<file path="config.mk">
export PLATFORM = sky130hd
export DESIGN_NAME = operand_issue_flat
export DESIGN_NICKNAME = d
export VERILOG_FILES = /design/src/rtl/operand_issue_pkg.sv /design/src/rtl/operand_issue_if.sv /design/src/rtl/operand_issue_scoreboard.sv /design/src/rtl/operand_issue.sv /design/src/flat_wrapper.sv
export SDC_FILE = /design/constraint.sdc
export NUM_CORES = 1
export LEC_CHECK = 0
export CAP_MARGIN = 20
export CORE_AREA = 4 4 156 158
export DETAILED_ROUTE_END_ITERATION = 8
export DIE_AREA = 0 0 160 162
export PLACE_DENSITY_LB_ADDON = 0.3
export SLEW_MARGIN = 20
export SYNTH_ARGS = -nofsm -noshare
export SYNTH_HDL_FRONTEND = slang
export SYNTH_HIERARCHICAL = 1
export SYNTH_SLANG_ARGS = --single-unit
</file>
<file path="constraint.sdc">
create_clock -name clk -period 10.75 [get_ports clk]
set_input_delay 2.6875 -clock clk [delete_from_list [all_inputs] [get_ports clk]]
set_output_delay 2.6875 -clock clk [all_outputs]
set_load 0.02 [all_outputs]
</file>
<file path="src/rtl/operand_issue_pkg.sv">
// Shared types for the operand issue stage: datapath widths, the issue slot
// record and the issue-slot state encoding.
package Types;

  typedef logic [31:0] word;
  typedef logic [4:0]  reg_idx_t;
  typedef logic [15:0] ctrl_t;

  typedef struct packed {
    word      rs1_val;
    word      rs2_val;
    word      pc;
    word      imm;
    reg_idx_t rd;
    logic     writes_rd;
    ctrl_t    ctrl;
  } issue_t;

  localparam logic [0:0] ST_EMPTY = 1'b0;
  localparam logic [0:0] ST_FULL  = 1'b1;

endpackage

</file>
<file path="src/rtl/operand_issue_if.sv">
// Decode, register-file, execute and writeback signals of the issue stage.
// The slave modport is the issue stage itself; master is its environment.
interface operand_issue_if;
  import Types::*;

  logic     in_valid;
  logic     in_ready;
  reg_idx_t in_rs1;
  reg_idx_t in_rs2;
  reg_idx_t in_rd;
  logic     in_uses_rs1;
  logic     in_uses_rs2;
  logic     in_writes_rd;
  word      in_pc;
  word      in_imm;
  ctrl_t    in_ctrl;

  reg_idx_t rs1_sel;
  reg_idx_t rs2_sel;
  word      rs1_val;
  word      rs2_val;
  reg_idx_t rd_sel;
  word      rd_in;
  logic     rd_w;

  logic     out_valid;
  logic     out_ready;
  word      out_rs1_val;
  word      out_rs2_val;
  word      out_pc;
  word      out_imm;
  reg_idx_t out_rd;
  logic     out_writes_rd;
  ctrl_t    out_ctrl;

  logic     wb_valid;
  reg_idx_t wb_rd;
  word      wb_data;
  logic     flush;

  modport slave (
    input  in_valid, in_rs1, in_rs2, in_rd, in_uses_rs1, in_uses_rs2,
           in_writes_rd, in_pc, in_imm, in_ctrl,
           rs1_val, rs2_val, out_ready, wb_valid, wb_rd, wb_data, flush,
    output in_ready, rs1_sel, rs2_sel, rd_sel, rd_in, rd_w,
           out_valid, out_rs1_val, out_rs2_val, out_pc, out_imm, out_rd,
           out_writes_rd, out_ctrl
  );

  modport master (
    output in_valid, in_rs1, in_rs2, in_rd, in_uses_rs1, in_uses_rs2,
           in_writes_rd, in_pc, in_imm, in_ctrl,
           rs1_val, rs2_val, out_ready, wb_valid, wb_rd, wb_data, flush,
    input  in_ready, rs1_sel, rs2_sel, rd_sel, rd_in, rd_w,
           out_valid, out_rs1_val, out_rs2_val, out_pc, out_imm, out_rd,
           out_writes_rd, out_ctrl
  );

endinterface

</file>
<file path="src/rtl/operand_issue_scoreboard.sv">
// Busy-register scoreboard: one pending-write bit per architectural register,
// plus the three hazard terms for the instruction waiting at decode.
module scoreboard
  import Types::*;
(
  input  logic        clk,
  input  logic        rst,
  input  logic        set_en,
  input  reg_idx_t    set_idx,
  input  logic        wb_en,
  input  reg_idx_t    wb_idx,
  input  logic        kill_en,
  input  reg_idx_t    kill_idx,
  input  logic        use_rs1,
  input  reg_idx_t    rs1,
  input  logic        use_rs2,
  input  reg_idx_t    rs2,
  input  logic        use_rd,
  input  reg_idx_t    rd,
  output logic        haz_rs1,
  output logic        haz_rs2,
  output logic        haz_rd,
  output logic [31:0] busy
);

  logic [31:0] busy_next;

  // A set from a new issue overrides a clear to the same register in one cycle.
  always_comb begin
    busy_next = busy;
    if (wb_en)   busy_next[wb_idx]   = 1'b0;
    if (kill_en) busy_next[kill_idx] = 1'b0;
    if (set_en)  busy_next[set_idx]  = 1'b1;
    busy_next[0] = 1'b0;
  end

  always_ff @(posedge clk) begin
    if (rst) busy <= '0;
    else     busy <= busy_next;
  end

  // Register file writes on negedge, so a same-cycle writeback resolves the hazard.
  assign haz_rs1 = use_rs1 && busy[rs1] && !(wb_en && (wb_idx == rs1));
  assign haz_rs2 = use_rs2 && busy[rs2] && !(wb_en && (wb_idx == rs2));
  assign haz_rd  = use_rd  && busy[rd]  && !(wb_en && (wb_idx == rd));

endmodule

</file>
<file path="src/rtl/operand_issue.sv">
// Operand issue stage: stalls on register hazards, reads operands and holds
// one issued instruction for execute, with flush and writeback tracking.
module operand_issue
  import Types::*;
(
  input  logic clk,
  input  logic rst,
  operand_issue_if.slave bus
);

  logic [0:0]  state;
  issue_t      slot;
  issue_t      captured;
  logic        out_valid;
  logic        in_ready;
  logic        fire;
  logic        haz_rs1;
  logic        haz_rs2;
  logic        haz_rd;
  logic [31:0] busy;

  assign bus.rs1_sel = bus.in_rs1;
  assign bus.rs2_sel = bus.in_rs2;
  assign bus.rd_sel  = bus.wb_rd;
  assign bus.rd_in   = bus.wb_data;
  assign bus.rd_w    = bus.wb_valid && (bus.wb_rd != '0);

  scoreboard u_sb (
    .clk      (clk),
    .rst      (rst),
    .set_en   (fire && bus.in_writes_rd),
    .set_idx  (bus.in_rd),
    .wb_en    (bus.wb_valid),
    .wb_idx   (bus.wb_rd),
    .kill_en  (bus.flush && out_valid && slot.writes_rd),
    .kill_idx (slot.rd),
    .use_rs1  (bus.in_uses_rs1),
    .rs1      (bus.in_rs1),
    .use_rs2  (bus.in_uses_rs2),
    .rs2      (bus.in_rs2),
    .use_rd   (bus.in_writes_rd),
    .rd       (bus.in_rd),
    .haz_rs1  (haz_rs1),
    .haz_rs2  (haz_rs2),
    .haz_rd   (haz_rd),
    .busy     (busy)
  );

  assign out_valid = (state == ST_FULL);
  assign in_ready  = !rst && !bus.flush && !(haz_rs1 || haz_rs2 || haz_rd) &&
                     (!out_valid || bus.out_ready);
  assign fire      = bus.in_valid && in_ready;

  always_comb begin
    captured.rs1_val   = bus.in_uses_rs1 ? bus.rs1_val : '0;
    captured.rs2_val   = bus.in_uses_rs2 ? bus.rs2_val : '0;
    captured.pc        = bus.in_pc;
    captured.imm       = bus.in_imm;
    captured.rd        = bus.in_rd;
    captured.writes_rd = bus.in_writes_rd;
    captured.ctrl      = bus.in_ctrl;
  end

  // Flush drops the slot; otherwise a fire replaces it and a consumed slot empties.
  always_ff @(posedge clk) begin
    if (rst) begin
      state <= ST_EMPTY;
      slot  <= '0;
    end else if (bus.flush) begin
      state <= ST_EMPTY;
    end else if (fire) begin
      state <= ST_FULL;
      slot  <= captured;
    end else if (bus.out_ready) begin
      state <= ST_EMPTY;
    end
  end

  assign bus.in_ready      = in_ready;
  assign bus.out_valid     = out_valid;
  assign bus.out_rs1_val   = slot.rs1_val;
  assign bus.out_rs2_val   = slot.rs2_val;
  assign bus.out_pc        = slot.pc;
  assign bus.out_imm       = slot.imm;
  assign bus.out_rd        = slot.rd;
  assign bus.out_writes_rd = slot.writes_rd;
  assign bus.out_ctrl      = slot.ctrl;

  logic unused_busy;
  assign unused_busy = ^busy;

endmodule

</file>
<file path="src/flat_wrapper.sv">
// flat-port wrapper written by rule: the top's interface ports become plain ports
module operand_issue_flat import Types::*;
  (clk, rst, bus_in_valid, bus_in_rs1, bus_in_rs2, bus_in_rd, bus_in_uses_rs1, bus_in_uses_rs2, bus_in_writes_rd, bus_in_pc, bus_in_imm, bus_in_ctrl, bus_rs1_val, bus_rs2_val, bus_out_ready, bus_wb_valid, bus_wb_rd, bus_wb_data, bus_flush, bus_in_ready, bus_rs1_sel, bus_rs2_sel, bus_rd_sel, bus_rd_in, bus_rd_w, bus_out_valid, bus_out_rs1_val, bus_out_rs2_val, bus_out_pc, bus_out_imm, bus_out_rd, bus_out_writes_rd, bus_out_ctrl);
  operand_issue_if bus_i ();
  input  logic clk;
  input  logic rst;
  input wire logic [$bits(bus_i.in_valid)-1:0] bus_in_valid;
  input wire logic [$bits(bus_i.in_rs1)-1:0] bus_in_rs1;
  input wire logic [$bits(bus_i.in_rs2)-1:0] bus_in_rs2;
  input wire logic [$bits(bus_i.in_rd)-1:0] bus_in_rd;
  input wire logic [$bits(bus_i.in_uses_rs1)-1:0] bus_in_uses_rs1;
  input wire logic [$bits(bus_i.in_uses_rs2)-1:0] bus_in_uses_rs2;
  input wire logic [$bits(bus_i.in_writes_rd)-1:0] bus_in_writes_rd;
  input wire logic [$bits(bus_i.in_pc)-1:0] bus_in_pc;
  input wire logic [$bits(bus_i.in_imm)-1:0] bus_in_imm;
  input wire logic [$bits(bus_i.in_ctrl)-1:0] bus_in_ctrl;
  input wire logic [$bits(bus_i.rs1_val)-1:0] bus_rs1_val;
  input wire logic [$bits(bus_i.rs2_val)-1:0] bus_rs2_val;
  input wire logic [$bits(bus_i.out_ready)-1:0] bus_out_ready;
  input wire logic [$bits(bus_i.wb_valid)-1:0] bus_wb_valid;
  input wire logic [$bits(bus_i.wb_rd)-1:0] bus_wb_rd;
  input wire logic [$bits(bus_i.wb_data)-1:0] bus_wb_data;
  input wire logic [$bits(bus_i.flush)-1:0] bus_flush;
  output wire logic [$bits(bus_i.in_ready)-1:0] bus_in_ready;
  output wire logic [$bits(bus_i.rs1_sel)-1:0] bus_rs1_sel;
  output wire logic [$bits(bus_i.rs2_sel)-1:0] bus_rs2_sel;
  output wire logic [$bits(bus_i.rd_sel)-1:0] bus_rd_sel;
  output wire logic [$bits(bus_i.rd_in)-1:0] bus_rd_in;
  output wire logic [$bits(bus_i.rd_w)-1:0] bus_rd_w;
  output wire logic [$bits(bus_i.out_valid)-1:0] bus_out_valid;
  output wire logic [$bits(bus_i.out_rs1_val)-1:0] bus_out_rs1_val;
  output wire logic [$bits(bus_i.out_rs2_val)-1:0] bus_out_rs2_val;
  output wire logic [$bits(bus_i.out_pc)-1:0] bus_out_pc;
  output wire logic [$bits(bus_i.out_imm)-1:0] bus_out_imm;
  output wire logic [$bits(bus_i.out_rd)-1:0] bus_out_rd;
  output wire logic [$bits(bus_i.out_writes_rd)-1:0] bus_out_writes_rd;
  output wire logic [$bits(bus_i.out_ctrl)-1:0] bus_out_ctrl;
  assign bus_i.in_valid = bus_in_valid;
  assign bus_i.in_rs1 = bus_in_rs1;
  assign bus_i.in_rs2 = bus_in_rs2;
  assign bus_i.in_rd = bus_in_rd;
  assign bus_i.in_uses_rs1 = bus_in_uses_rs1;
  assign bus_i.in_uses_rs2 = bus_in_uses_rs2;
  assign bus_i.in_writes_rd = bus_in_writes_rd;
  assign bus_i.in_pc = bus_in_pc;
  assign bus_i.in_imm = bus_in_imm;
  assign bus_i.in_ctrl = bus_in_ctrl;
  assign bus_i.rs1_val = bus_rs1_val;
  assign bus_i.rs2_val = bus_rs2_val;
  assign bus_i.out_ready = bus_out_ready;
  assign bus_i.wb_valid = bus_wb_valid;
  assign bus_i.wb_rd = bus_wb_rd;
  assign bus_i.wb_data = bus_wb_data;
  assign bus_i.flush = bus_flush;
  assign bus_in_ready = bus_i.in_ready;
  assign bus_rs1_sel = bus_i.rs1_sel;
  assign bus_rs2_sel = bus_i.rs2_sel;
  assign bus_rd_sel = bus_i.rd_sel;
  assign bus_rd_in = bus_i.rd_in;
  assign bus_rd_w = bus_i.rd_w;
  assign bus_out_valid = bus_i.out_valid;
  assign bus_out_rs1_val = bus_i.out_rs1_val;
  assign bus_out_rs2_val = bus_i.out_rs2_val;
  assign bus_out_pc = bus_i.out_pc;
  assign bus_out_imm = bus_i.out_imm;
  assign bus_out_rd = bus_i.out_rd;
  assign bus_out_writes_rd = bus_i.out_writes_rd;
  assign bus_out_ctrl = bus_i.out_ctrl;
  operand_issue u_core (.clk(clk), .rst(rst), .bus(bus_i));
endmodule
</file>
-- Yosys cells after proc, flatten, opt, wreduce, memory -nomap -nowiden
Index checks and enable logic that the tools add are counted.
Widths: inputs -> output; s select.
- register bits: 183
- bits of input ports: 205
- logic and storage cells: 80
- magnitude comparators: 8
- equal/unequal tests: 3
- mux-type cells: 19
- bitwise operators: 6
- reduce and logical (&&, ||, !) cells: 34
- operators with widths (operator ; count):
    $mux 32 ; 5
    $and 32x32->32 ; 2
    $not 32->32 ; 2
    $or 32x32->32 ; 1
    $lt 5x6->1 const B ; 5
    $logic_and 1x1->1 ; 20
    $bmux 1 s5 ; 3
    $demux 1 s5 ; 3
    $eq 5x5->1 ; 3
    $ge 5x1->1 const B ; 3
    $mux 1 ; 8
    $logic_not 1->1 ; 7
    $reduce_bool 5->1 ; 1
    $logic_or 1x1->1 ; 3
    $reduce_and 2->1 ; 1
    $reduce_bool 2->1 ; 1
    $reduce_or 2->1 ; 1
    $not 1->1 ; 1

-- Logic depth before layout (Yosys ltp)
Gate-level depths: netlist (run 1).
- depth in word-level cells: 12
- depth in mapped cells: 15
- gate-level depth less buffers: 11

-- Modules after synthesis
The synthesis (run 1) kept the hierarchy.
- modules (own cells, without submodules) (module ; instances ; cells an instance ; area an instance (sq um) ; seq. area each (sq um)):
    operand_issue ; 1 ; 760 ; 6630.1 ; 3022.9
    scoreboard ; 1 ; 279 ; 2577.5 ; 620.6

-- Least setup slack after synthesis (run 1)
No wires, ideal clock.
- kind: input -> output
- from: input bus_in_rs2[2]
- to: output bus_in_ready
- data arrival time: 4.734 ns
- slack: 3.328 ns
- cell stages on the path: 6
- path buffers: 1
- cell sequence: buf_4 -> mux4_1 -> mux4_2 -> nor2b_1 -> a211oi_1 -> nor4_1
- word-level cells in the longest chain between the ends: 9
- ends and longest elaborated chain (item ; line ; text):
    start: declaration ; flat_wrapper.sv:9 ; input wire logic [$bits(bus_i.in_rs2)-1:0] bus_in_rs2;
    $bmux 1 s5 / $eq 5x5->1 (equally long branches) ; operand_issue_scoreboard.sv:44 ; assign haz_rs2 = use_rs2 && busy[rs2] && !(wb_en && (wb_idx == rs2));
    $mux 1 (not written as such) / $logic_and 1x1->1 (equally long branches) ; operand_issue_scoreboard.sv:44 ;
    $logic_and 1x1->1 / $logic_not 1->1 (equally long branches) ; operand_issue_scoreboard.sv:44 ;
    $logic_and 1x1->1 * ; operand_issue_scoreboard.sv:44 ;
    via u_core.haz_rs2 ; operand_issue.sv:18 ; logic haz_rs2;
    $logic_or 1x1->1 * (2 in series) ; operand_issue.sv:50 ; assign in_ready = !rst && !bus.flush && !(haz_rs1 || haz_rs2 || haz_rd) &&
    $logic_not 1->1 * ; operand_issue.sv:50 ;
    $logic_and 1x1->1 * (2 in series) ; operand_issue.sv:50 ;
    end: declaration ; flat_wrapper.sv:24 ; output wire logic [$bits(bus_i.in_ready)-1:0] bus_in_ready;
The timed path passes the listed nets; every way through them passes the cells marked *. The select of a mux whose other input is x is not followed.

-- Final worst setup path (run 1)
- from: input bus_in_rs1[0]
- to: output bus_in_ready
- word-level cells in the longest chain between the ends: 9
- ends and longest elaborated chain (item ; line ; text):
    start: declaration ; flat_wrapper.sv:8 ; input wire logic [$bits(bus_i.in_rs1)-1:0] bus_in_rs1;
    $bmux 1 s5 / $eq 5x5->1 (equally long branches) ; operand_issue_scoreboard.sv:43 ; assign haz_rs1 = use_rs1 && busy[rs1] && !(wb_en && (wb_idx == rs1));
    $mux 1 (not written as such) / $logic_and 1x1->1 (equally long branches) ; operand_issue_scoreboard.sv:43 ;
    $logic_and 1x1->1 / $logic_not 1->1 (equally long branches) ; operand_issue_scoreboard.sv:43 ;
    $logic_and 1x1->1 * ; operand_issue_scoreboard.sv:43 ;
    via u_core.haz_rs1 ; operand_issue.sv:17 ; logic haz_rs1;
    $logic_or 1x1->1 * (2 in series) ; operand_issue.sv:50 ;
    $logic_not 1->1 * ; operand_issue.sv:50 ;
    $logic_and 1x1->1 * (2 in series) ; operand_issue.sv:50 ;
Marks and branches as above.

==> results.py, run 1 <==
metrics = {
    "status": {
        "status": "finished, final reports clean",
    },
    "clock_tree": {
        "clk_latency_ps": 440,
        "cts_sinks": 182,
        "clockBufferDepth": 2,
        "cts_buffers": 17,
        "ctsHoldBuffers": 0,
        "htreeDepth": 4,
        "post-cts-setup-buffers": 0,
        "cts_tree": "done",
        "cts-root-buf": "clkbuf_16",
        "post_cts_resized": 0,
        "cts.clk_slew.worst_paths_ps": 70,
    },
    "routing": {
        "m1WireLength_um": 14100,
        "drc_errors": 0,
        "route.met2.wl_um": 15500,
        "top_layer": "met4",
        "wl_met3_um": 3330,
        "wire_per_inst_um": 22.1,
        "first_iter_violations": 841,
        "viasPerCell": 6.02,
        "routed_wl_um": 33900,
        "ant_nets": 0,
        "dr_total_vias": 9253,
        "firstDrtPassIters": 5,
    },
    "placement": {
        "gp_congestion": 0.934,
        "place_area_mm2": 0.0121,
        "port_buffers": 340,
        "placed_cells": 1503,
        "place_hpwl_um": 22200,
    },
    "floorplanning": {
        "core-area_mm2": 0.0231,
        "row_count": 56,
        "die_w_um": 160,
        "die_y_um": 162,
        "initial_core_util_pct": 39.8,
        "io_pins": 405,
        "fp.dieArea_mm2": 0.0259,
    },
    "sta": {
        "max_freq_mhz": 119,
        "skew_ps": 17.4,
        "final-hold-violation-count": 0,
        "timing.setup.tns_ps": 0,
        "worst_slew_pin_slew_ps": 1130,
        "maxSlewViolCount": 0,
        "fin_crit_sh_pct": 78.2,
        "setup_viol": 0,
        "min_period_ps": 8410,
        "rsz0062_at_grt": "no",
        "slew_headroom_pct": 24.7,
    },
    "worst_setup_path": {
        "crit_fanout": 10,
        "required_ps": 8060,
        "worst_setup_path_end_kind": "output port",
        "critPathKind": "input pin to output port",
        "startpoint_type": "input pin",
        "worstPathArrival_ps": 5720,
    },
    "layout": {
        "multi_input_area_mm2": 0.00451,
        "area_delta_synth_final_pct": 38.6,
        "layout-drive-gt1-share_pct": 5.22,
        "register_area_mm2": 0.00364,
        "nets": 1438,
        "design_area_mm2": 0.0127,
        "instances_no_fill": 1537,
        "fill_cells": 2122,
    },
    "yosys": {
        "ys_warn_count": 6,
        "netlist_area_mm2": 0.00920,
        "avgSynthCellArea_um2": 8.87,
        "synth_cells": 1037,
        "syn_nets": 1242,
    },
    "global_route": {
        "grt_use_total_pct": 24.8,
        "grt-ovfl-total": 0,
        "antenna_found_initial": 0,
        "grt_pass1_vias": 8762,
        "grt_pass1_wl_um": 51700,
        "grt_max_degree": 119,
    },
    "power": {
        "p_leak_uw": 0.00444,
        "irDropWorstVdd_v": 0.0000873,
        "power.density_mw_per_mm2": 123,
    },
    "run": {
        "maxCapViolCount": 0,
    },
    "hold_path": {
        "hp-class": "register to register",
    },
}
## worst paths after layout
path,startpoint,endpoint,slack (ps),cells past startpoint
worst min-delay path,u_core/bus.out_rs1_val[6]$_SDFFE_PP0P_,u_core/bus.out_rs1_val[6]$_SDFFE_PP0P_,480,2
worst max register to register,u_core/u_sb/busy[17]$_SDFF_PP0_,u_core/u_sb/busy[16]$_SDFF_PP0_,5850,10
worst min register to register,u_core/bus.out_rs1_val[6]$_SDFFE_PP0P_,u_core/bus.out_rs1_val[6]$_SDFFE_PP0P_,480,2
worst max-delay path,bus_in_rs1[0],bus_in_ready,2340,7
## critical path, stage by stage
cell,delay [ps]
clkdlybuf4s50_1,810
mux4_2,570
nor2b_1,140
a2111oi_0,420
a311oi_1,150
nor4_1,290
clkdlybuf4s50_1,650
## cell usage in the layout, fill, tap and decap left out, types with 13 or more instances in the layout
cell and count:
and3b_1 13, clkbuf_16 17, o21ai_0 107, nor2_1 35
xnor2_1 15, nand2_1 118, mux4_2 16, clkdlybuf4s50_1 338
nor3b_1 13, o311ai_0 141, dfxtp_1 182, a22oi_1 63
inv_1 41, o31ai_1 43
## sequential cells by signal, summed over array words and instances, names as in the netlist
name,flops
u_core/bus.out_rd,5
u_core/bus.out_rs1_val,32
u_core/bus.out_imm,32
u_core/bus.out_valid,1
u_core/u_sb/busy,31
u_core/bus.out_ctrl,16
u_core/bus.out_writes_rd,1
u_core/bus.out_pc,32
u_core/bus.out_rs2_val,32
## per-stage QoR
stage | hold slack [ps] | utilization (%) | setup WS, ps | power [µW]
3_5_place_dp | 472 | 52.5 | 2380 | 962
4_1_cts | 481 | 55.0 | 2350 | 1580
6_report | 479 | 55.1 | 2340 | 1570
5_1_grt | 493 | 55.1 | 2000 | 1630
3_3_place_gp | 461 | 52.5 | 2340 | 962
2_1_floorplan | 491 | - | 3330 | 851
## per-layer routing
metal  track usage (%)  vias to the layer above
met4              8.45                        0
met3              8.75                       71
li1                  -                     4297
met1              31.8                     4422
met5                 0                        -
met2              39.2                      463
## power by group
group / internal (µW) / leakage (µW) / switching (µW)
clock network: 312 / 0.000287 / 308
registers: 690 / 0.00147 / 9.32
logic: 114 / 0.00268 / 136
total: 1120 / 0.00444 / 453
## cell type report
cell class | count | area share [%]
inverters | 42 | 1.26
diodes | 1 | 0.0196
clock inverters | 14 | 1.23
repair buffers | 349 | 27.3
multi-input cells | 641 | 35.4
well taps | 290 | 2.85
clock buffers | 18 | 3.37
flip-flops and latches | 182 | 28.6
No activity file was read; power rests on OpenSTA's default activity.
==> run 2: changes to the inputs <==
CORE_AREA = unset   (was 4 4 156 158)
CORE_ASPECT_RATIO = 1.5   (was unset)
CORE_MARGIN = 4   (was unset)
CORE_UTILIZATION = 39   (was unset)
DIE_AREA = unset   (was 0 0 160 162)
clock period = 6.85 ns   (was 10.75 ns; I/O delays follow)
==> run 2 against run 1 <==
Against the previous run:
- first-iteration DRC count grew 13%
- critical path depth unchanged
- via count is 0.22% higher
==> results.py, run 2 (synthesis gave the netlist of run 1 again) <==
metrics = {
    "routing": {
        "drc_errors": 0,
        "firstDrtPassIters": 5,
        "first_iter_violations": 947,
        "wl_met3_um": 2370,
        "routed_wl_um": 35000,
        "ant_nets": 0,
        "viasPerCell": 5.91,
        "top_layer": "met4",
        "wire_per_inst_um": 22.3,
        "route.met2.wl_um": 17400,
        "dr_total_vias": 9273,
        "m1WireLength_um": 13100,
    },
    "run": {
        "maxCapViolCount": 0,
    },
    "power": {
        "p_leak_uw": 0.00444,
        "power.density_mw_per_mm2": 189,
        "irDropWorstVdd_v": 0.000169,
    },
    "worst_setup_path": {
        "worstPathArrival_ps": 4710,
        "worst_setup_path_end_kind": "output port",
        "cpMaxStageDelayCell": "clkdlybuf4s50_1",
        "crit_fanout": 15,
        "path_common_cell": "clkdlybuf4s50_1",
        "cp.buffers_inverters": 2,
        "worstPathCellList": "clkdlybuf4s50_1 -> mux4_2 -> nor3b_1 -> o31a_1 -> a211oi_1 -> nor4_1 -> clkdlybuf4s50_1",
        "startpoint_type": "input pin",
        "required_ps": 5140,
        "crit_family": "buffers and inverters",
        "critPathKind": "input pin to output port",
        "critPathMaxStageDelay_ps": 910,
    },
    "sta": {
        "fin_crit_sh_pct": 93.7,
        "skew_ps": 13.3,
        "maxSlewViolCount": 0,
        "timing.setup.tns_ps": 0,
        "rsz0062_at_grt": "no",
        "slew_headroom_pct": 30.1,
        "hold_slack_ps": 474,
        "setup_viol": 0,
        "max_freq_mhz": 156,
        "final-hold-violation-count": 0,
        "worst_slew_pin_slew_ps": 1050,
        "min_period_ps": 6420,
    },
    "global_route": {
        "grt_use_total_pct": 25.3,
        "grt_max_degree": 128,
        "grt_pass1_vias": 8735,
        "grt-ovfl-total": 0,
        "grt_pass1_wl_um": 52100,
        "antenna_found_initial": 1,
    },
    "clock_tree": {
        "htreeDepth": 4,
        "cts_sinks": 182,
        "cts-root-buf": "clkbuf_16",
        "post_cts_resized": 0,
        "cts.clk_slew.worst_paths_ps": 70,
        "post-cts-setup-buffers": 0,
        "cts_tree": "done",
        "ctsHoldBuffers": 0,
        "clockBufferDepth": 2,
        "clk_latency_ps": 440,
        "cts_buffers": 17,
    },
    "layout": {
        "final_cell_mix": "clkdlybuf4s50_1, dfxtp_1, o311ai_0",
        "register_area_mm2": 0.00364,
        "layout-drive-gt1-share_pct": 5.91,
        "final_common_cell": "clkdlybuf4s50_1",
        "area_delta_synth_final_pct": 39.1,
        "design_area_mm2": 0.0128,
        "fill_cells": 2185,
        "multi_input_area_mm2": 0.00452,
        "nets": 1446,
    },
    "status": {
        "status": "finished, final reports clean",
    },
    "floorplanning": {
        "fp.dieArea_mm2": 0.0262,
        "io_pins": 405,
        "core-area_mm2": 0.0231,
        "initial_core_util_pct": 39.7,
        "row_count": 68,
        "die_w_um": 133,
        "die_y_um": 196,
    },
    "placement": {
        "place_area_mm2": 0.0122,
        "gp_congestion": 0.985,
        "port_buffers": 340,
        "place_hpwl_um": 23400,
    },
    "hold_path": {
        "hp-class": "register to register",
    },
}
run 2: worst paths after layout:
path / startpoint / to / slack [ps] / cells past startpoint
setup / recovery: bus_in_rd[1] / bus_in_ready / 430 / 7
hold / removal: u_core/bus.out_rs1_val[2]$_SDFFE_PP0P_ / u_core/bus.out_rs1_val[2]$_SDFFE_PP0P_ / 470 / 2
setup reg to reg: u_core/u_sb/busy[19]$_SDFF_PP0_ / u_core/u_sb/busy[6]$_SDFF_PP0_ / 2970 / 11
hold reg to reg: u_core/bus.out_rs1_val[2]$_SDFFE_PP0P_ / u_core/bus.out_rs1_val[2]$_SDFFE_PP0P_ / 470 / 2
run 2: power by group:
part	switching (µW)	internal, µW	leakage, µW
Clock	455	472	0.000257
Combinational	214	181	0.00272
Sequential	14.6	1080	0.00147
Total	684	1740	0.00444
run 2: area by class of cell:
cell class,count,area share (%)
Tap cell,315,3.08
Timing Repair Buffer,357,27.5
Multi-Input combinational cell,641,35.3
Sequential cell,182,28.5
Clock buffer,17,3.33
Clock inverter,14,0.929
Inverter,42,1.27
Antenna cell,2,0.0391
run 2: tightest hold or removal path: cells and delay by family, from the launching register on:
family | cells | cell delay [ps]
AO/OA/AOI/OAI | 2 | 120
flip-flops | 1 | 310
run 2: routing by layer:
metal / global-route usage [%] / up-vias
met2: 41.5 / 427
met1: 29.8 / 4419
met3: 6.18 / 128
met4: 15.2 / 0
met5: 0 / -
li1: - / 4299
run 2: stage by stage:
stage               worst slack, ps  power [µW]  utilization (%)  cells
CTS                             494        2440             55.2   1568
finish                          431        2420             55.3   1570
floorplan                      1380        1340                -   1037
detailed placement              490        1510             52.9   1537
global route                    311        2510             55.3   1569
global placement                529        1510             52.9   1537
==> run 3: changes to the inputs <==
HOLD_SLACK_MARGIN = 0.08   (was unset)
==> results of run 3 <==
Same layout as run 2: the final DEF is identical, and so are final timing and power.
